$ cat config.mk
export PLATFORM = sky130hd
export DESIGN_NAME = edabk_transmitter_datapath
export DESIGN_NICKNAME = d
export VERILOG_FILES = /design/src/rtl/edabk_transmitter_datapath.sv
export SDC_FILE = /design/constraint.sdc
export NUM_CORES = 1
export LEC_CHECK = 0
export ABC_AREA = 0
export BUFFER_PORTS_ARGS = -buffer_cell sky130_fd_sc_hd__buf_2
export CORE_ASPECT_RATIO = 0.6
export CORE_UTILIZATION = 30
export CTS_CLUSTER_SIZE = 25
export DETAILED_ROUTE_END_ITERATION = 10
export HOLD_SLACK_MARGIN = 0.15
export SYNTH_ARGS = -nofsm -noshare
export SYNTH_HDL_FRONTEND = slang
export SYNTH_SLANG_ARGS = --single-unit
$ cat constraint.sdc
create_clock -name bclk -period 1.9 [get_ports bclk]
set_clock_uncertainty 0.15 [all_clocks]
set_input_delay 0.095 -clock bclk [delete_from_list [all_inputs] [get_ports bclk]]
set_output_delay 0.095 -clock bclk [all_outputs]
set_load 0.05 [all_outputs]
$ cat src/rtl/edabk_transmitter_datapath.sv
// ----------------------------------------------------------------------------
// edabk_transmitter_datapath
//
// UART transmitter datapath and bit timer. It takes the load/shift/clear
// strobes from the transmitter controller, serialises a frame onto tx and
// returns a one-cycle done strobe in the last bclk of every bit period.
//
// Frame on the line: start(0), DATA_WIDTH data bits LSB-first, an optional
// parity bit, then stop(1).
//
// Ports
//   bclk        in   baud clock
//   reset_n     in   asynchronous reset, active-low
//   tx_data     in   DATA_WIDTH data word, sampled on load
//   parity      in   1: frame carries a parity bit
//   parity_odd  in   1: odd parity, 0: even parity (sampled on load)
//   load        in   load a new frame and start the bit timer
//   shift       in   advance to the next frame bit
//   clear       in   abort / go idle: line high, timer stopped
//   tx          out  serial line, driven straight from a flop
//   done        out  high in the last bclk of the current bit period
//   busy        out  frame loaded and bit timer running
// ----------------------------------------------------------------------------
`ifndef CFG_CLK_DIV
`define CFG_CLK_DIV 16
`endif
`ifndef CFG_DATA_WIDTH
`define CFG_DATA_WIDTH 8
`endif

module edabk_transmitter_datapath #(
    parameter int CLK_DIV    = `CFG_CLK_DIV,
    parameter int DATA_WIDTH = `CFG_DATA_WIDTH,
    parameter int DIV_WIDTH  = $clog2(CLK_DIV),
    parameter int SREG_WIDTH = DATA_WIDTH + 3
) (
    input  logic                  bclk,
    input  logic                  reset_n,
    input  logic [DATA_WIDTH-1:0] tx_data,
    input  logic                  parity,
    input  logic                  parity_odd,
    input  logic                  load,
    input  logic                  shift,
    input  logic                  clear,
    output logic                  tx,
    output logic                  done,
    output logic                  busy
);

    localparam logic [DIV_WIDTH-1:0] CNT_MAX = DIV_WIDTH'(CLK_DIV - 1);

    logic [SREG_WIDTH-1:0] sreg_q, sreg_d;
    logic [DIV_WIDTH-1:0]  bit_cnt_q, bit_cnt_d;
    logic                  active_q, active_d;
    logic                  par_bit;

    assign par_bit = (^tx_data) ^ parity_odd;

    always_comb begin
        sreg_d    = sreg_q;
        bit_cnt_d = bit_cnt_q;
        active_d  = active_q;

        // Free-running bit timer; wraps so done keeps repeating if the
        // controller never shifts.
        if (active_q) begin
            bit_cnt_d = (bit_cnt_q == CNT_MAX) ? '0 : bit_cnt_q + 1'b1;
        end

        if (clear) begin
            sreg_d    = '1;
            bit_cnt_d = '0;
            active_d  = 1'b0;
        end else if (load) begin
            // Unused parity slot is filled with 1 so the frame simply has a
            // second stop-level bit at the top that is never reached.
            sreg_d    = parity ? {1'b1, par_bit, tx_data, 1'b0}
                               : {2'b11, tx_data, 1'b0};
            bit_cnt_d = '0;
            active_d  = 1'b1;
        end else if (shift) begin
            // Shifting in 1s keeps the line at idle level past the stop bit.
            sreg_d    = {1'b1, sreg_q[SREG_WIDTH-1:1]};
            bit_cnt_d = '0;
        end
    end

    always_ff @(posedge bclk or negedge reset_n) begin
        if (!reset_n) begin
            sreg_q    <= '1;
            bit_cnt_q <= '0;
            active_q  <= 1'b0;
        end else begin
            sreg_q    <= sreg_d;
            bit_cnt_q <= bit_cnt_d;
            active_q  <= active_d;
        end
    end

    assign tx   = sreg_q[0];
    assign done = active_q && (bit_cnt_q == CNT_MAX);
    assign busy = active_q;

endmodule

## After elaboration in Yosys (flattened, before gate mapping)

Cells that the tools add are included.

| storage, ports and cells | value |
|---|---|
| flip-flop bits (word level) | 16 |
| bits of input ports | 15 |
| output and inout bits | 3 |
| logic and storage cells | 22 |

| operators by class | value |
|---|---|
| $add $sub $neg | 1 |
| equal/unequal tests | 1 |
| muxes and demuxes | 11 |
| bitwise logic cells | 1 |
| reductions and logical operators | 5 |

Operators with widths:

| cell | number |
|---|---|
| 11-bit two-way mux | 3 |
| 4-bit two-way mux | 5 |
| 10-bit two-way mux | 1 |
| 8-bit XOR reduction | 1 |
| 4-bit by 1-bit adder with 4-bit output (second input constant) | 1 |
| 4-bit == test (second input constant) | 1 |
| 4-bit nonzero test | 1 |
| 3-bit nonzero test | 1 |
| 1-bit two-way mux | 2 |
| 2-bit nonzero test | 1 |
| 1-bit logical AND | 1 |
| 1-bit bitwise XOR | 1 |

## Logic depth before layout (Yosys ltp)

Gate-level depths: netlist of the first run.

| logic depth | value |
|---|---|
| word-level depth | 6 |
| gate-level depth with buffers | 5 |
| gate-level depth less buffers | 4 |

## Least setup slack after synthesis of the first run

OpenSTA, ideal clock, no wires.

| path | value |
|---|---|
| path type | register to output |
| start | register active_q (netlist: busy) |
| end | output port done |
| arrival time | 1.399 ns |
| data required time | 1.655 ns |
| setup slack | 0.256 ns |
| stages on the path, launching flop included | 3 |
| cell sequence | dfrtp_1 > clkbuf_1 > and4_1 |

| between the ends | value |
|---|---|
| word-level cells in the longest chain between the ends | 1 |

Ends and longest elaborated chain:

| item | RTL line | text |
|---|---|---|
| start, declared | 54 | `logic active_q, active_d;` |
| start signal, assigned | 96 | `active_q <= active_d;` |
| 1-bit logical AND | 101 | `assign done = active_q && (bit_cnt_q == CNT_MAX);` |
| end, declared | 46 | `output logic done,` |

No other way between the ends.

## Final worst setup path of the first run

| path | value |
|---|---|
| start | input port tx_data[4] |
| end | register sreg_q[9] |

| between the ends | value |
|---|---|
| word-level cells in the longest chain between the ends | 5 |

Ends and longest elaborated chain:

| item | RTL line | text |
|---|---|---|
| start, declared | 39 | `input logic [DATA_WIDTH-1:0] tx_data,` |
| 8-bit XOR reduction | 57 | `assign par_bit = (^tx_data) ^ parity_odd;` |
| 1-bit bitwise XOR | 57 |  |
| 10-bit two-way mux | 77 | `sreg_d = parity ? {1'b1, par_bit, tx_data, 1'b0}` |
| 11-bit two-way mux | 74 | `end else if (load) begin` |
| 11-bit two-way mux | 70 | `if (clear) begin` |
| end signal, assigned | 94 | `sreg_q <= sreg_d;` |
| end, declared | 52 | `logic [SREG_WIDTH-1:0] sreg_q, sreg_d;` |

No other way between the ends.
A chain may end at the register's enable or synchronous reset.

==> results of run 1 <==
## cells by family after synthesis
family                     count (synthesis)  share of synthesized area, %
AOI/OAI and AO/OA                          6                          5.28
DFF                                       15                          45.5
buffers and inverters                      5                          2.49
muxes                                     18                          22.3
adders and majority gates                  1                          1.47
xor gates and xnor gates                   8                          10.7
and+or+nand+nor                           20                          12.3
## registers in the layout, summed over array words and instances, names as in the netlist
| signal | flops |
|---|---|
| sreg_q | 10 |
| busy | 1 |
| bit_cnt_q | 4 |
## where the power goes
part           internal [mW]  switching [mW]  leakage [nW]
logic                 0.0998          0.0723         0.312
clock network          0.145           0.118        0.0255
registers              0.346          0.0116         0.174
## routing by layer
metal,GRT usage (%),vias up,wire length [um]
li1,-,334,-
met1,18.1,313,968
met2,21.5,21,795
met3,5.70,0,108
met4,1.20,0,0
met5,0,-,0
## per-stage QoR
| stage | cell area, um^2 | worst slack [ns] | power [mW] | utilization (%) |
|---|---|---|---|---|
| 2_1_floorplan | 853 | 0.256 | 0.458 | - |
| 3_3_place_gp | 961 | 0.373 | 0.497 | 37.1 |
| 3_5_place_dp | 961 | 0.384 | 0.500 | 37.1 |
| 4_1_cts | 1220 | 0.101 | 0.804 | 47.0 |
| 5_1_grt | 1220 | 0.0480 | 0.840 | 47.0 |
| 6_report | 1220 | 0.106 | 0.793 | 47.0 |
## placed cells by master (no fill, tap or decap), drive strengths merged, types with 2 or more instances in the layout
| master | n |
|---|---|
| dlygate4sd3 | 21 |
| mux2 | 8 |
| nand2 | 2 |
| dfrtp | 5 |
| buf | 17 |
| mux2i | 10 |
| dfstp | 10 |
| xnor2 | 5 |
| xor2 | 2 |
| clkbuf | 3 |
| nor2 | 6 |
| a21oi | 2 |
| nand2b | 8 |
## worst register-to-register path: stages, from the launching register on
cell	delay, ns
dfstp_2	0.37
mux2_2	0.25
mux2i_1	0.14
nand2b_1	0.07
dlygate4sd3_1	0.55
## what timing repair did
| action | in CTS | in global routing |
|---|---|---|
| endpoints found under the hold margin | 26 | 0 |
| setup buffers | 0 | 0 |
| hold buffers | 21 | 0 |
## final timing paths
kind	start	end	cells after the start
max	tx_data[4]	sreg_q[9]$_DFFE_PN1P_	6
min	reset_n	busy$_DFFE_PN0P_	2
max reg2reg	sreg_q[1]$_DFFE_PN1P_	sreg_q[1]$_DFFE_PN1P_	4
min reg2reg	sreg_q[9]$_DFFE_PN1P_	sreg_q[9]$_DFFE_PN1P_	1
max in group asynchronous	reset_n	sreg_q[6]$_DFFE_PN1P_	2
min in group bclk	shift	sreg_q[0]$_DFFE_PN1P_	3
## area by class of cell
type,count,share of cell area [%]
clock buffers,3,3.39
clock inverters,1,0.411
inverters,1,0.308
multi-input cells,53,36.5
flip-flops and latches,15,31.9
well taps,32,3.29
repair buffers,38,24.3
==> metrics.csv, run 1 <==
metric;value;unit
fill count;237;
drt drc;0;
syn_area_per_cell;11.7;um^2
largest net degree at the start of global routing;16;
CTS buffer count;3;
Hold Slack;0.126;ns
Total Negative Setup Slacks;0;ns
vias in the first global route;651;
Post-synth EDFFs;0;
Initial DRC Count;30;
# rows;14;
CP startpoint kind;input pin;
top post-synthesis cells by area;dfstp_2 (31%), dfrtp_1 (15%), mux2i_1 (12%);
post-DR vias/cell;4.67;
Setup Crit Path Kind;in2reg;
Via Count;668;
clock root cell;clkbuf_8;
die width;70.9;um
slowest CP cell;dlygate4sd3_1;
Core ar.;0.00259;mm^2
die area;0.00307;mm^2
Leak;0.512;nW
critical path peak fanout;2;
Slew Limit Fails;0;
die span in y;43.3;um
Yosys top cell by area;dfstp_2;
slew margin rel.;76.7;%
Syn. warnings;0;
crit path cell chain;dlygate4sd3_1 > buf_2 > xnor2_1 > xnor3_1 > xnor2_1 > o32a_1;
CP max stage delay;0.53;ns
max cap viols;0;
most used flip-flop cell after synthesis;dfstp_2;
final hold vios;0;
global-route wire length before repair;2990;um
Layout Area Growth over Synthesis;42.7;%
CTS Sinks;15;
Slew @ Worst Pin;0.350;ns
synth cell count leaders;dfstp_2 (10), mux2i_1 (10), mux2_2 (8), nand2b_1 (8), nor2_1 (6);
mapped cell area;853;um^2
share of cells above drive strength 1;36.0;%
CP arrival;1.82;ns
initial antenna violation count;0;
Total Wirelength;1870;um
CP endpoint kind;register;
Setup violations, final;0;
final worst path period share;94.4;%
Critical Path RT;1.93;ns
clock-pin slew on the worst setup and hold paths;0.07;ns
CP delay by family, top;XOR/XNOR gates;
gpl congestion;0.719;
Critical Path Most Common Cell;xnor2_1;
drt pass-1 iters;6;
multi-input combinational cell area;444;um^2
All-Layer GR Usage;13.5;%
PostCTS Resize Cnt;0;
sequential fraction of the synthesis area;45.5;%
Syn Nets;89;
Nets;128;
ant diodes;0;
WP buf/inv;2;
power per cell area;651;mW/mm^2
Final Non-Filler Cells;143;
IO buf count;17;
average routed wire per standard cell;13.1;um
Yosys top cell area share;30.8;%
unrepaired setup endpoints after global routing;false;
Longest Clk Path Bufs;2;
min-delay worst type;in2async;
post-layout min period;1.79;ns
total placed cells including tap cells;118;
worst skew pair latency;0.25;ns
R2R setup slack;0.30;ns
asr flop ratio synth;100;%
synthesis-stage register bit count;15;
status;finished, final reports clean;
Initial Utilization;32.9;%
peak supply drop;0.329;mV
Ports;18;
Detail Route Antenna Nets;0;
gr ovfl total;0;
Post-DP HPWL;1280;um
Distinct cells, synth;25;
upper clock frequency limit;557;MHz
Max H-tree Level;1;
flip-flop and latch area;388;um^2
Cells after Synth;73;
CTS tree;yes;
No activity file was read; power rests on OpenSTA's default activity.
==> run 2: changes to the inputs <==
--- a/config.mk
+++ b/config.mk
@@ -7,11 +7,11 @@
 export LEC_CHECK = 0
 export ABC_AREA = 0
 export BUFFER_PORTS_ARGS = -buffer_cell sky130_fd_sc_hd__buf_2
-export CORE_ASPECT_RATIO = 0.6
-export CORE_UTILIZATION = 30
+export CORE_UTILIZATION = 50
 export CTS_CLUSTER_SIZE = 25
 export DETAILED_ROUTE_END_ITERATION = 10
 export HOLD_SLACK_MARGIN = 0.15
+export PLACE_DENSITY = 0.74
 export SYNTH_ARGS = -nofsm -noshare
 export SYNTH_HDL_FRONTEND = slang
 export SYNTH_SLANG_ARGS = --single-unit
==> run 2 against run 1 <==
  * Clock power fell by 33%
  * Total power fell by 9.4%
  * Die area fell by 39%
  * Critical path type unchanged
  * Largest cell class unchanged
  * Hold slack improved by 0.10 ns
  * First-iteration DRC count fell by 97%
  * Highest routed layer is now met4
==> metrics.csv, run 2 (synthesis gave the netlist of run 1 again) <==
metric;value;unit;change
status;finished, final reports clean;;unchanged
initial antenna violation count;0;;unchanged
largest net degree at the start of global routing;13;;was 16
Nets;131;;was 128
final worst path period share;96.0;%;was 94.4%
final hold vios;0;;unchanged
Critical Path Most Common Cell;dlygate4sd3_1;;was xnor2_1
commonest non-fill, non-tap cell in the layout;dlygate4sd3_1;;unchanged
Via Count;679;;was 668
Critical Path RT;1.96;ns;was 1.93 ns
# rows;14;;unchanged
highest-count cells in the layout ignoring fill and taps;dlygate4sd3_1 (24), buf_2 (17), mux2i_1 (10), dfstp_2 (10);;was dlygate4sd3_1 (21), buf_2 (17), mux2i_1 (10), dfstp_2 (10)
Total Wirelength;1740;um;was 1870 um
drt pass-1 iters;4;;was 6
CP arrival;1.88;ns;was 1.82 ns
Top Metal Used;met4;;was met3
die width;43.3;um;was 70.9 um
crit path cell chain;dlygate4sd3_1 > buf_2 > nand2_1 > dlygate4sd3_1 > o32a_1;;was dlygate4sd3_1 > buf_2 > xnor2_1 > xnor3_1 > xnor2_1 > o32a_1
met2 wire length;912;um;was 795 um
PostCTS Resize Cnt;0;;unchanged
ant diodes;0;;unchanged
CTS Sinks;15;;unchanged
Layout Utilization;78.3;%;was 47.0%
average routed wire per standard cell;13.4;um;was 13.1 um
vias in the first global route;658;;was 651
gpl congestion;0.753;;was 0.719
global-route wire length before repair;2910;um;was 2990 um
slew margin rel.;79.2;%;was 76.7%
slowest CP cell;dlygate4sd3_1;;unchanged
upper clock frequency limit;548;MHz;was 557 MHz
CTS buffer count;3;;unchanged
unrepaired setup endpoints after global routing;false;;unchanged
Setup Crit Path Kind;in2reg;;unchanged
Longest Clk Path Bufs;2;;unchanged
CP startpoint kind;input pin;;unchanged
post-layout min period;1.82;ns;was 1.79 ns
Ports;18;;unchanged
die span in y;43.3;um;unchanged
cts hold-fix bufs;24;;was 21
CP endpoint kind;register;;unchanged
critical path peak fanout;12;;was 2
gr ovfl total;0;;unchanged
Layout Area Growth over Synthesis;41.5;%;was 42.7%
clock root cell;clkbuf_4;;was clkbuf_8
Leak;0.534;nW;was 0.512 nW
Initial DRC Count;1;;was 30
fill count;117;;was 237
peak supply drop;0.352;mV;was 0.329 mV
Slew Limit Fails;0;;unchanged
drt drc;0;;unchanged
Setup violations, final;0;;unchanged
Core ar.;0.00154;mm^2;was 0.00259 mm^2
power per cell area;595;mW/mm^2;was 651 mW/mm^2
Detail Route Antenna Nets;0;;unchanged
Max H-tree Level;1;;unchanged
CTS tree;yes;;unchanged
max cap viols;0;;unchanged
number of flip-flops in the largest register;10;;unchanged
Post-DP HPWL;956;um;was 1280 um
Metal-1 WL;754;um;was 968 um
Total Negative Setup Slacks;0;ns;unchanged
All-Layer GR Usage;21.5;%;was 13.5%
post-DR vias/cell;5.22;;was 4.67
Detail Route met3 WL;60;um;was 108 um
# Post-CTS Setup Buffers;0;;unchanged
Biggest register;sreg_q;;unchanged
Slew @ Worst Pin;0.312;ns;was 0.350 ns
Initial Utilization;55.4;%;was 32.9%
CP max stage delay;0.56;ns;was 0.53 ns
IO buf count;17;;unchanged
clock-pin slew on the worst setup and hold paths;0.08;ns;was 0.07 ns
min-delay worst type;in2reg;;was in2async
share of cells above drive strength 1;34.2;%;was 36.0%
die area;0.00188;mm^2;was 0.00307 mm^2
worst skew pair latency;0.28;ns;was 0.25 ns
run 2: path summary, 6_finish.rpt:
kind                                        from  cells after the start                       end  slack (ns)
hold / removal                             shift                      3  bit_cnt_q[0]$_DFFE_PN0P_        0.23
max in group asynchronous                reset_n                      3  bit_cnt_q[1]$_DFFE_PN0P_        0.60
setup reg to reg           sreg_q[7]$_DFFE_PN1P_                      4     sreg_q[7]$_DFFE_PN1P_        0.26
setup / recovery                            load                      5     sreg_q[9]$_DFFE_PN1P_        0.08
min in group asynchronous                reset_n                      2     sreg_q[0]$_DFFE_PN1P_        0.30
hold reg to reg            sreg_q[9]$_DFFE_PN1P_                      1     sreg_q[9]$_DFFE_PN1P_        0.39
run 2: worst max-delay path, delay by kind of cell:
kind            cells  cell delay [ns]
buf+inv             3             1.38
compound gates      1             0.33
simple gates        1             0.07
run 2: through the flow:
step	worst slack (ns)	std cells	power, mW	cell area, um^2	hold slack (ns)
3_3_place_gp	0.488	102	0.493	941	-0.134
3_5_place_dp	0.470	102	0.496	941	-0.137
4_1_cts	0.0965	130	0.723	1210	0.218
2_1_floorplan	0.256	73	0.458	853	-0.351
6_report	0.0766	130	0.718	1210	0.228
5_1_grt	0.0455	130	0.755	1210	0.275
run 2: area by class of cell:
class	count	area, um^2	area share, %
tap	16	20.0	1.66
timing repair buffer	41	325	26.9
clock buffer	4	26.3	2.18
multi-input combinational	53	444	36.8
inverter	1	3.75	0.311
sequential	15	388	32.1
run 2: power breakdown:
group	total [mW]	leakage (nW)	internal (mW)	switching [mW]
logic	0.185	0.345	0.110	0.0743
registers	0.357	0.174	0.346	0.0109
clock network	0.176	0.0150	0.0814	0.0951
total	0.718	0.534	0.538	0.180
run 2: layer usage:
metal	global-route usage [%]	up-vias
met5	0	-
li1	-	334
met2	36.7	15
met1	26.4	328
met3	6.38	2
met4	5.45	0
==> run 3: changes to the inputs <==
--- a/config.mk
+++ b/config.mk
@@ -12,6 +12,7 @@
 export DETAILED_ROUTE_END_ITERATION = 10
 export HOLD_SLACK_MARGIN = 0.15
 export PLACE_DENSITY = 0.74
+export RECOVER_POWER = 25
 export SYNTH_ARGS = -nofsm -noshare
 export SYNTH_HDL_FRONTEND = slang
 export SYNTH_SLANG_ARGS = --single-unit
==> run 3 against run 2 <==
  * Highest routed layer unchanged
  * Critical path depth unchanged
  * Critical endpoint unchanged
  * Clock power about the same
  * Largest cell class unchanged
  * Total power about the same
  * Non-clock buffer count unchanged
  * Die area unchanged
  * Global-route usage unchanged
==> metrics.csv, run 3 (synthesis gave the netlist of run 1 again) <==
metric;value;unit;change
IO buf count;17;;unchanged
fill count;117;;unchanged
Post-DP HPWL;956;um;unchanged
post-DR vias/cell;5.22;;about the same
Setup violations, final;0;;unchanged
Slew Limit Fails;0;;unchanged
CTS buffer count;3;;unchanged
worst r2r path cells;4;;unchanged
GR peak layer;met2;;unchanged
Critical Path RT;1.96;ns;about the same
ant diodes;0;;unchanged
Total Wirelength;1730;um;was 1740 um
Place WS;0.470;ns;unchanged
global-route wire length before repair;2910;um;unchanged
critical path peak fanout;12;;unchanged
gr ovfl total;0;;unchanged
met1 GRT Util;26.4;%;unchanged
max cap viols;0;;unchanged
All-Layer GR Usage;21.5;%;unchanged
slew margin rel.;61.7;%;was 79.2%
average routed wire per standard cell;13.3;um;was 13.4 um
peak supply drop;0.352;mV;about the same
status;finished, final reports clean;;unchanged
CP arrival;1.88;ns;about the same
die span in y;43.3;um;unchanged
PostCTS Resize Cnt;0;;unchanged
Total Negative Setup Slacks;0;ns;unchanged
post-layout min period;1.82;ns;about the same
Setup Crit Path Kind;in2reg;;unchanged
number of flip-flops in the largest register;10;;unchanged
Initial DRC Count;1;;unchanged
CP endpoint kind;register;;unchanged
gpl congestion;0.753;;unchanged
min-delay worst type;in2reg;;unchanged
die width;43.3;um;unchanged
Hold Path Stages;3;;unchanged
highest-count cells in the layout ignoring fill and taps;dlygate4sd3_1 (24), buf_2 (16), mux2i_1 (10), dfstp_2 (10);;was dlygate4sd3_1 (24), buf_2 (17), mux2i_1 (10), dfstp_2 (10)
unrepaired setup endpoints after global routing;false;;unchanged
Ports;18;;unchanged
CP startpoint kind;input pin;;unchanged
commonest non-fill, non-tap cell in the layout;dlygate4sd3_1;;unchanged
clock root cell;clkbuf_4;;unchanged
Nets;131;;unchanged
Detail Route Antenna Nets;0;;unchanged
CTS Sinks;15;;unchanged
Core ar.;0.00154;mm^2;unchanged
final worst path period share;96.0;%;about the same
Biggest register;sreg_q;;unchanged
M2 GR Usage;36.7;%;unchanged
vias in the first global route;658;;unchanged
die area;0.00188;mm^2;unchanged
drt drc;0;;unchanged
Hold Slack;0.226;ns;was 0.228 ns
clock-pin slew on the worst setup and hold paths;0.08;ns;about the same
Longest Clk Path Bufs;2;;unchanged
Max H-tree Level;1;;unchanged
Slew @ Worst Pin;0.574;ns;was 0.312 ns
Via Count;678;;was 679
initial antenna violation count;0;;unchanged
CTS tree;yes;;unchanged
final hold vios;0;;unchanged
Layout Area Growth over Synthesis;41.3;%;was 41.5%
share of cells above drive strength 1;33.3;%;was 34.2%
drt pass-1 iters;2;;was 4
Initial Utilization;55.4;%;unchanged
# rows;14;;unchanged
Leak;0.531;nW;was 0.534 nW
Tot Pwr;0.718;mW;about the same
largest net degree at the start of global routing;13;;unchanged
upper clock frequency limit;548;MHz;about the same
Final WS setup;0.0764;ns;was 0.0766 ns
worst skew pair latency;0.28;ns;about the same
power per cell area;595;mW/mm^2;about the same
GR Util met3;6.38;%;unchanged
-- run 3: cell count changes in the layout (fill, tap and decap cells not counted) --
cell      previous run  this run
clkbuf_1             1         2
buf_2               17        16
-- run 3: metrics by stage --
stage / util (%) / instance area, um^2 / cells
floorplan: - / 853 / 73
global placement: 61.0 / 941 / 102
detailed placement: 61.0 / 941 / 102
CTS: 78.3 / 1210 / 130
global route: 78.2 / 1210 / 130
finish: 78.2 / 1210 / 130
-- run 3: per-layer routing --
metal	share of wire (%)	wire length, um	up-vias
met2	53	911	15
met1	43	751	326
met3	3.5	60	2
met4	0.58	10	0
li1	-	-	335
met5	0	0	-
-- run 3: worst paths after layout --
| path | endpoint | startpoint | slack, ns |
|---|---|---|---|
| max | sreg_q[9]$_DFFE_PN1P_ | load | 0.08 |
| min | bit_cnt_q[0]$_DFFE_PN0P_ | shift | 0.23 |
| max reg2reg | sreg_q[7]$_DFFE_PN1P_ | sreg_q[7]$_DFFE_PN1P_ | 0.26 |
| min reg2reg | sreg_q[9]$_DFFE_PN1P_ | sreg_q[9]$_DFFE_PN1P_ | 0.39 |
| max in group asynchronous | bit_cnt_q[1]$_DFFE_PN0P_ | reset_n | 0.35 |
| min in group asynchronous | sreg_q[0]$_DFFE_PN1P_ | reset_n | 0.53 |
-- run 3: layout make-up --
cell class / instances / area, um^2 / share of cell area, %
multi-input cells: 53 / 444 / 36.8
inverters: 1 / 3.75 / 0.311
flip-flops and latches: 15 / 388 / 32.2
repair buffers: 41 / 324 / 26.9
clock buffers: 4 / 26.3 / 2.18
well taps: 16 / 20.0 / 1.66
-- run 3: worst max-delay path: stages --
cell           delay [ns]
dlygate4sd3_1        0.52
buf_2                0.30
nand2_1              0.07
dlygate4sd3_1        0.56
o32a_1               0.33
-- run 3: repair_timing --
action | 4_1_cts | 5_1_grt
endpoints found under the hold margin | 26 | 0
hold buffers | 24 | 0
setup buffers | 0 | 0
-- run 3: where the power goes --
group | internal (mW) | leakage (nW) | switching (mW)
Sequential | 0.346 | 0.174 | 0.0109
Clock | 0.0814 | 0.0150 | 0.0951
Combinational | 0.110 | 0.342 | 0.0744
Total | 0.537 | 0.531 | 0.180
